### config.mk
export PLATFORM = sky130hd
export DESIGN_NAME = invsqrt_newton_seq
export DESIGN_NICKNAME = d
export VERILOG_FILES = /design/src/rtl/invsqrt_pkg.sv /design/src/rtl/invsqrt_seed.sv /design/src/rtl/invsqrt_newton_seq.sv
export SDC_FILE = /design/constraint.sdc
export NUM_CORES = 1
export LEC_CHECK = 0
export BUFFER_PORTS_ARGS = -buffer_cell sky130_fd_sc_hd__buf_2
export CORE_MARGIN = 1
export CORE_UTILIZATION = 55
export DETAILED_ROUTE_END_ITERATION = 7
export GPL_TIMING_DRIVEN = 0
export PLACE_DENSITY = 0.83
export SETUP_SLACK_MARGIN = 0.5
export SLEW_MARGIN = 20
export SYNTH_ARGS = -nofsm -noshare
export SYNTH_HDL_FRONTEND = slang
export SYNTH_SLANG_ARGS = --single-unit
### constraint.sdc
create_clock -name clk -period 6 [get_ports clk]
set_input_delay 0.3 -clock clk [delete_from_list [all_inputs] [get_ports clk]]
set_output_delay 0.3 -clock clk [all_outputs]
set_load 0.02 [all_outputs]
### src/rtl/invsqrt_pkg.sv
// rtl/invsqrt_pkg.sv - shared constants, FSM states and operand classes for the inverse-sqrt sequencer
package invsqrt_pkg;

  localparam logic [31:0] MAGIC_DEFAULT = 32'h5F3759DF;
  localparam logic [31:0] ONE_HALF_F32  = 32'h3FC00000;
  localparam logic [31:0] POS_INF       = 32'h7F800000;
  localparam logic [31:0] NEG_INF       = 32'hFF800000;
  localparam logic [31:0] QNAN          = 32'h7FC00000;

  typedef enum logic [3:0] {
    IDLE, SEED, M1, WAIT_M1, M2, WAIT_M2, S, WAIT_S, M3, WAIT_M3, DONE
  } state_t;

  typedef enum logic [2:0] {
    NORMAL, PZERO, NZERO, NEG, NAN, PINF
  } xclass_t;

endpackage

### src/rtl/invsqrt_seed.sv
// rtl/invsqrt_seed.sv - combinational bit-trick seed, half operand and operand classification
module invsqrt_seed
  import invsqrt_pkg::*;
#(
  parameter logic [31:0] MAGIC = MAGIC_DEFAULT
) (
  input  logic [31:0] x,
  output logic [31:0] y0,
  output logic [31:0] hx,
  output xclass_t     xclass
);

  logic [7:0] e;
  assign e = x[30:23];

  always_comb begin
    y0 = MAGIC - (x >> 1);
    // exponent 1 would become a denormal half; flush it to zero like exponent 0
    hx = (e <= 8'd1) ? 32'h0 : {x[31], e - 8'd1, x[22:0]};
    if (e == 8'hFF && x[22:0] != 23'd0)
      xclass = NAN;
    else if (x == 32'h80000000)
      xclass = NZERO;
    else if (x[31])
      xclass = NEG;
    else if (e == 8'hFF)
      xclass = PINF;
    else if (e == 8'd0)
      xclass = PZERO;
    else
      xclass = NORMAL;
  end

endmodule

### src/rtl/invsqrt_newton_seq.sv
// rtl/invsqrt_newton_seq.sv - Newton-Raphson 1/sqrt(x) sequencer driving one shared FP multiplier and subtractor
module invsqrt_newton_seq
  import invsqrt_pkg::*;
#(
  parameter int          ITER  = 1,
  parameter logic [31:0] MAGIC = MAGIC_DEFAULT
) (
  input  logic        clk,
  input  logic        rst,
  input  logic [31:0] DataIn,
  input  logic        in_valid,
  output logic        in_ready,
  output logic [31:0] DataOut,
  output logic        out_valid,
  input  logic        out_ready,
  output logic        busy,
  output logic [31:0] mul_a,
  output logic [31:0] mul_b,
  output logic        mul_go,
  input  logic [31:0] mul_res,
  input  logic        mul_done,
  output logic [31:0] sub_a,
  output logic [31:0] sub_b,
  output logic        sub_go,
  input  logic [31:0] sub_res,
  input  logic        sub_done
);

  localparam logic [1:0] ITER_L = 2'(ITER);

  state_t      state;
  logic [31:0] x;
  logic [31:0] y;
  logic [1:0]  cnt;
  logic [31:0] y0;
  logic [31:0] hx;
  xclass_t     xclass;
  logic [31:0] bypass_val;

  invsqrt_seed #(.MAGIC(MAGIC)) u_seed (
    .x      (x),
    .y0     (y0),
    .hx     (hx),
    .xclass (xclass)
  );

  assign in_ready = (state == IDLE) && !rst;
  assign busy     = (state != IDLE) && !rst;

  always_comb begin
    bypass_val = QNAN;
    case (xclass)
      PZERO:   bypass_val = POS_INF;
      NZERO:   bypass_val = NEG_INF;
      PINF:    bypass_val = 32'h0;
      default: bypass_val = QNAN;
    endcase
  end

  // x stays registered for the whole operation, so hx from the seed block is valid in every state
  always_ff @(posedge clk) begin
    if (rst) begin
      state     <= IDLE;
      x         <= 32'h0;
      y         <= 32'h0;
      cnt       <= 2'd0;
      DataOut   <= 32'h0;
      out_valid <= 1'b0;
      mul_a     <= 32'h0;
      mul_b     <= 32'h0;
      mul_go    <= 1'b0;
      sub_a     <= 32'h0;
      sub_b     <= 32'h0;
      sub_go    <= 1'b0;
    end else begin
      mul_go <= 1'b0;
      sub_go <= 1'b0;
      case (state)
        IDLE: if (in_valid && in_ready) begin
          x     <= DataIn;
          state <= SEED;
        end
        SEED: if (xclass == NORMAL) begin
          y      <= y0;
          mul_a  <= y0;
          mul_b  <= y0;
          mul_go <= 1'b1;
          state  <= M1;
        end else begin
          DataOut   <= bypass_val;
          out_valid <= 1'b1;
          state     <= DONE;
        end
        M1: state <= WAIT_M1;
        WAIT_M1: if (mul_done) begin
          mul_a  <= mul_res;
          mul_b  <= hx;
          mul_go <= 1'b1;
          state  <= M2;
        end
        M2: state <= WAIT_M2;
        WAIT_M2: if (mul_done) begin
          sub_a  <= ONE_HALF_F32;
          sub_b  <= mul_res;
          sub_go <= 1'b1;
          state  <= S;
        end
        S: state <= WAIT_S;
        WAIT_S: if (sub_done) begin
          mul_a  <= y;
          mul_b  <= sub_res;
          mul_go <= 1'b1;
          state  <= M3;
        end
        M3: state <= WAIT_M3;
        WAIT_M3: if (mul_done) begin
          y   <= mul_res;
          cnt <= cnt + 2'd1;
          if (cnt + 2'd1 == ITER_L) begin
            DataOut   <= mul_res;
            out_valid <= 1'b1;
            state     <= DONE;
          end else begin
            mul_a  <= mul_res;
            mul_b  <= mul_res;
            mul_go <= 1'b1;
            state  <= M1;
          end
        end
        DONE: if (out_ready) begin
          out_valid <= 1'b0;
          cnt       <= 2'd0;
          state     <= IDLE;
        end
        default: state <= IDLE;
      endcase
    end
  end

endmodule

* Word level (Yosys, flattened, before mapping)
Cells that the tools add are included.
** Storage, ports and cells
- Register bits :: 202
- Input port bits :: 102
- Output and inout port bits :: 165
- Logic and storage cells :: 110
** Operators by class
- Add/sub/neg operators :: 3
- Magnitude comparators :: 1
- Equality and inequality tests :: 26
- Muxes and demuxes :: 44
- Bitwise logic cells :: 1
- Reduce and logical (&&, ||, !) cells :: 23
** Operators by type and width (count)
- two-way mux 32 bit :: 11
- one-hot mux 32 bit (4 select lines) :: 2
- one-hot mux 32 bit (2 select lines) :: 2
- one-hot mux 32 bit (3 select lines) :: 1
- one-hot mux 4 bit (11 select lines) :: 1
- equality test 32 bit (second input constant) :: 1
- two-way mux 4 bit :: 8
- subtractor 31 x 31 -> 32 bit (first input constant) :: 1
- nonzero test 23 bit :: 1
- != test 2 bit (second input constant) :: 9
- equality test 4 x 3 -> 1 bit (second input constant) :: 4
- equality test 4 bit (second input constant) :: 3
- two-way mux 3 bit :: 4
- AND reduction 6 bit :: 2
- two-way mux 1 bit :: 10
- equality test 4 x 2 -> 1 bit (second input constant) :: 2
- equality test 8 bit (second input constant) :: 1
- less-or-equal comparator 8 x 1 -> 1 bit (second input constant) :: 1
- logical NOT 8 bit :: 1
- nonzero test 4 bit :: 2
- subtractor 8 x 1 -> 8 bit (second input constant) :: 1
- AND reduction 3 bit :: 2
- AND reduction 5 bit :: 1
- equality test 4 x 1 -> 1 bit (second input constant) :: 1
- 20 further kinds :: 26

* Depth between registers and ports, before layout
- Depth in word-level cells :: 10
- Depth in mapped cells :: 10
- Depth with buffers taken out :: 8

* By module
Synthesis repeated with hierarchy kept, for this count alone.
** Unflattened totals
- Cells, all modules :: 1282
- Area, all modules :: 10258.6 um^2
** By module, submodules not included
- invsqrt_newton_seq :: times used 1, cells an instance 1113, area each 9211.3 um^2, seq. area each 4043.9 um^2
- invsqrt_seed :: times used 1, cells an instance 169, area each 1047.3 um^2, seq. area each 0.0 um^2

* Least setup slack after synthesis
Ideal clock, no wire load.
- Path type :: register -> register
- From :: register state[2]
- To :: register x[31]
- Setup time :: 0.087 ns
- Arrival time :: 2.338 ns
- Data required time :: 5.913 ns
- Slack :: 3.575 ns
- Stages on the path, launching flop included :: 9
- Buffers on the path :: 3
- Period minus slack after synthesis :: 2.425 ns
- Cells stage by stage :: dfxtp_1 -> clkbuf_1 -> or2_2 -> nor4_1 -> and2_1 -> clkbuf_1 -> buf_1 -> nand2_1 -> o31ai_1
** Between the ends
- Word-level cells in the longest chain between the ends :: 4
** Ends and longest elaborated chain
- start, declared :: RTL line invsqrt_newton_seq.sv:31 : state_t state;
- start signal, assigned :: RTL line invsqrt_newton_seq.sv:63 : state <= IDLE;
- start signal, assigned :: RTL line invsqrt_newton_seq.sv:81 : state <= SEED;
- start signal, assigned :: RTL line invsqrt_newton_seq.sv:88 : state <= M1;
- logical NOT 4 bit :: RTL line invsqrt_newton_seq.sv:47 : assign in_ready = (state == IDLE) && !rst;
- logical AND 1 bit :: RTL line invsqrt_newton_seq.sv:47
- net in_ready :: RTL line invsqrt_newton_seq.sv:12 : output logic in_ready,
- logical AND 1 bit :: RTL line invsqrt_newton_seq.sv:79 : IDLE: if (in_valid && in_ready) begin
- AND reduction 2 bit (no line)
- end signal, assigned :: RTL line invsqrt_newton_seq.sv:80 : x <= DataIn;
- end, declared :: RTL line invsqrt_newton_seq.sv:32 : logic [31:0] x;
The timed path passes the listed nets, and every way through them passes these cells.
A chain may end at the register's enable or synchronous reset.

* Worst setup path in the final report
- From :: register state[3]
- To :: register mul_b[29]
** Between the ends
- Word-level cells in the longest chain between the ends :: 3
- Elaborated cells between the ends (all ways) :: 12
- Classes of those cells :: 9 x eq/ne; 1 x mux; 2 x reduce/logical
** Ends and longest elaborated chain
- equality test 4 bit, or another cell as far along :: RTL line invsqrt_newton_seq.sv:78 : case (state)
- nonzero test 4 bit (no line) or != test 2 bit (tied branches)
- AND reduction 6 bit (no line)
- end signal, assigned :: RTL line invsqrt_newton_seq.sv:86 : mul_b <= y0;
- end signal, assigned :: RTL line invsqrt_newton_seq.sv:111 : mul_b <= sub_res;
- end signal, assigned :: RTL line invsqrt_newton_seq.sv:125 : mul_b <= mul_res;
- end, declared :: RTL line invsqrt_newton_seq.sv:18 : output logic [31:0] mul_b,
Several ways; a longest one is shown, not always the timed one.

==> reports/qor.yml <==
outcome:
  status: "finished with violations"
  violations: "negative hold slack"
clock_network:
  clock_sinks: 202
  cts_inserted_buffers: 22
  clockRootBuffer: "clkbuf_16"
  clock_path_buffers: 3
  cts_tree: "built"
  cts_resized: 0
  postCtsHoldBufs: 24
  clock_latency_ps: 530
  clk_pin_slew_ps: 60
  post_cts_buffers: 0
  cts.htree.levels: 1
grt:
  first_global_vias: 10240
  antenna_found_initial: 0
  grt_max_degree: 14
  grt_first_pass_wirelength_um: 59400
  grt_overflow_total: 0
  grt_use_total: 0.4270
power_and_ir_drop:
  p_int_mw: 3.344
  p_clk_frac: 0.250
  combPwrFrac: 0.421
  seq_power_share: 0.329
  switchingPower_mw: 2.422
  powerDensity_nw_per_um2: 460.5
  switching_share: 0.4201
  p_leak_nw: 5.242
  vdd_drop_max_uv: 368.3
sta:
  slew-limit-headroom: 0.1931
  fin_tns_setup_ps: 0
  setup_viol: 0
  rsz0062_at_grt: "false"
  final_max_slew_viol_count: 0
  holdWs_ps: -0.8794
  hold_viol: 1
  finalCritPeriodShare: 0.5293
  worst_pin_slew_ps: 1202
  period_needed_ps: 3176
  fmax_ghz: 0.3149
  finalClockSkew_ps: 16.03
critical_path:
  worst_path_most_repeated_cell: "clkbuf_1"
  critical_path_class: "reg2reg"
  cp-end-kind: "flip-flop"
  arrival_ps: 3610
  cp_slowest_cell: "nor3b_1"
  required_ps: 6430
  critPathMaxStageDelay_ps: 680
  crit_chain: "clkbuf_1 -> nor2b_1 -> and2_1 -> nor3b_1 -> clkbuf_1 -> a222oi_1 -> a211oi_2"
  crit_fanout: 10
  cp-start-kind: "flip-flop"
synth:
  synth_top_area_cell: "dfxtp_1"
  syn_inst: 1226
  synth_compound_area_frac: 0.2718
  yosysTopAreaCellShare: 0.4067
  yosys_warnings: 0
  muxShareOfSynthArea: 0.003020
  ys_seq_elements: 202
  ys_seq_area_frac: 0.4067
  syn_avg_cell_area_um2: 8.110
  synth_ff_type: "dfxtp_1"
  ys_async_sr_fraction: 0
  synth_edf_count: 0
  synth_xor_area_frac: 0.02290
  synth_area_um2: 9943
  synth_cell_types: 69
  synth-adder-area-share: 0.009815
  synth.most_common_cell: "nand2_1"
  synth_top_cells_by_area: "dfxtp_1, nand2_1, a21oi_1, nor2_1, nand3_1"
  synthTopCellsByCount: "nand2_1, dfxtp_1, a21oi_1"
  synth_top_family_by_area: "compound AO/OA/AOI/OAI gates"
  synth-simple-area-share: 0.2016
floorplanning:
  initial_core_util: 0.5689
  num_rows: 48
  io_pins: 267
  die_w_um: 136.5
  fp.dieH_um: 136.5
  die-area_um2: 18620
  core_um2: 17480
route:
  wirelength_um: 40690
  wire_per_inst_um: 22.88
  drt_iter0_drc: 1660
  drt_pass1_iterations: 6
  ant_nets: 0
  num_vias: 11310
  drc_errors: 0
  viasPerCell: 6.359
finish:
  syn2layout_area_growth_pct: 25.93
  nNetsFinal: 1647
  utilization: 0.7165
  antenna_cells: 0
  drive_above_1_share: 0.2466
place:
  place_hpwl_um: 29530
  io_buffer_count: 241
  routabilityCongestion: 1.027
job:
  cap_violations: 0
hold_path:
  hold_class: "in2reg"
[power groups by stage]
stage / Combinational, mW / Sequential [mW] / Clock, mW
floorplan: 1.32 / 2.11 / 0
global placement: 2.29 / 1.90 / 0
detailed placement: 2.32 / 1.91 / 0
CTS: 2.35 / 1.88 / 1.42
global route: 2.57 / 1.92 / 1.48
finish: 2.42 / 1.90 / 1.44
[placed cells by master (no fill, tap or decap), types with 20 or more instances in the layout]
cell type and n:
dlygate4sd3_1 24, buf_4 32, a22oi_1 20, a222oi_1 25, a31oi_1 25, o21ai_0 50
dfxtp_1 202, clkbuf_1 84, a21oi_1 108, nand3_1 62, clkbuf_16 22, nor2_1 96
conb_1 24, nand2_1 227, buf_2 259
[layout make-up]
class,count,area (um^2)
multi-input combinational,885,5157
fill,1446,4955
sequential,202,4044
timing repair buffer,265,1446
buffer,148,780.7
clock buffer,30,620.6
tap,225,281.5
clock inverter,9,138.9
inverter,14,52.55
[final timing paths]
path	start	end	slack [ps]	cells after the start
worst max-delay path	state[3]$_SDFFE_PP0P_	mul_b[29]$_SDFFE_PP0P_	2820	7
worst min-delay path	DataIn[31]	x[31]$_SDFFE_PP0P_	-0.9	3
worst max register to register	state[3]$_SDFFE_PP0P_	mul_b[29]$_SDFFE_PP0P_	2820	7
worst min register to register	sub_b[7]$_SDFFE_PP0P_	sub_b[7]$_SDFFE_PP0P_	450	2
[flip-flops by register name (all words and copies together) (netlist names)]
signal and cells:
out_valid 1, mul_go 1, state 4, mul_a 32
cnt 2, sub_b 32, y 32, sub_a 1
x 32, DataOut 32, sub_go 1, mul_b 32
[per-stage QoR]
stage	setup slack, ps	cell area [um^2]	total power [mW]	instances
final	2824	12520	5.766	1778
after global routing	2754	12520	5.966	1778
after CTS	2892	12520	5.657	1778
after detailed placement	2932	11520	4.229	1715
after global placement	2963	11520	4.192	1715
after floorplan	3575	10030	3.429	1249
[worst max-delay path: cells and delay by family (launching register included)]
family          cells  cell delay, ps
compound gates      2             630
buf+inv             2             760
flops               1             300
simple gates        3            1400
[kinds of logic (layout without fill, tap and decap cells)]
family | Yosys count | in the layout
AOI/OAI and AO/OA | 369 | 369
xor gates and xnor gates | 26 | 26
adders and majority gates | 8 | 8
buffers and inverters | 162 | 466
DFF | 202 | 202
muxes | 3 | 3
other | 1 | 24
and+or+nand+nor | 455 | 455
[per-layer routing]
layer,GRT usage,up-vias,part of all wire
met1,0.5233,5312,0.37
met2,0.6827,821,0.45
li1,-,5006,-
met5,0,-,0
met4,0.2698,0,0.063
met3,0.08613,168,0.12
(Power assumes the default switching activity.)
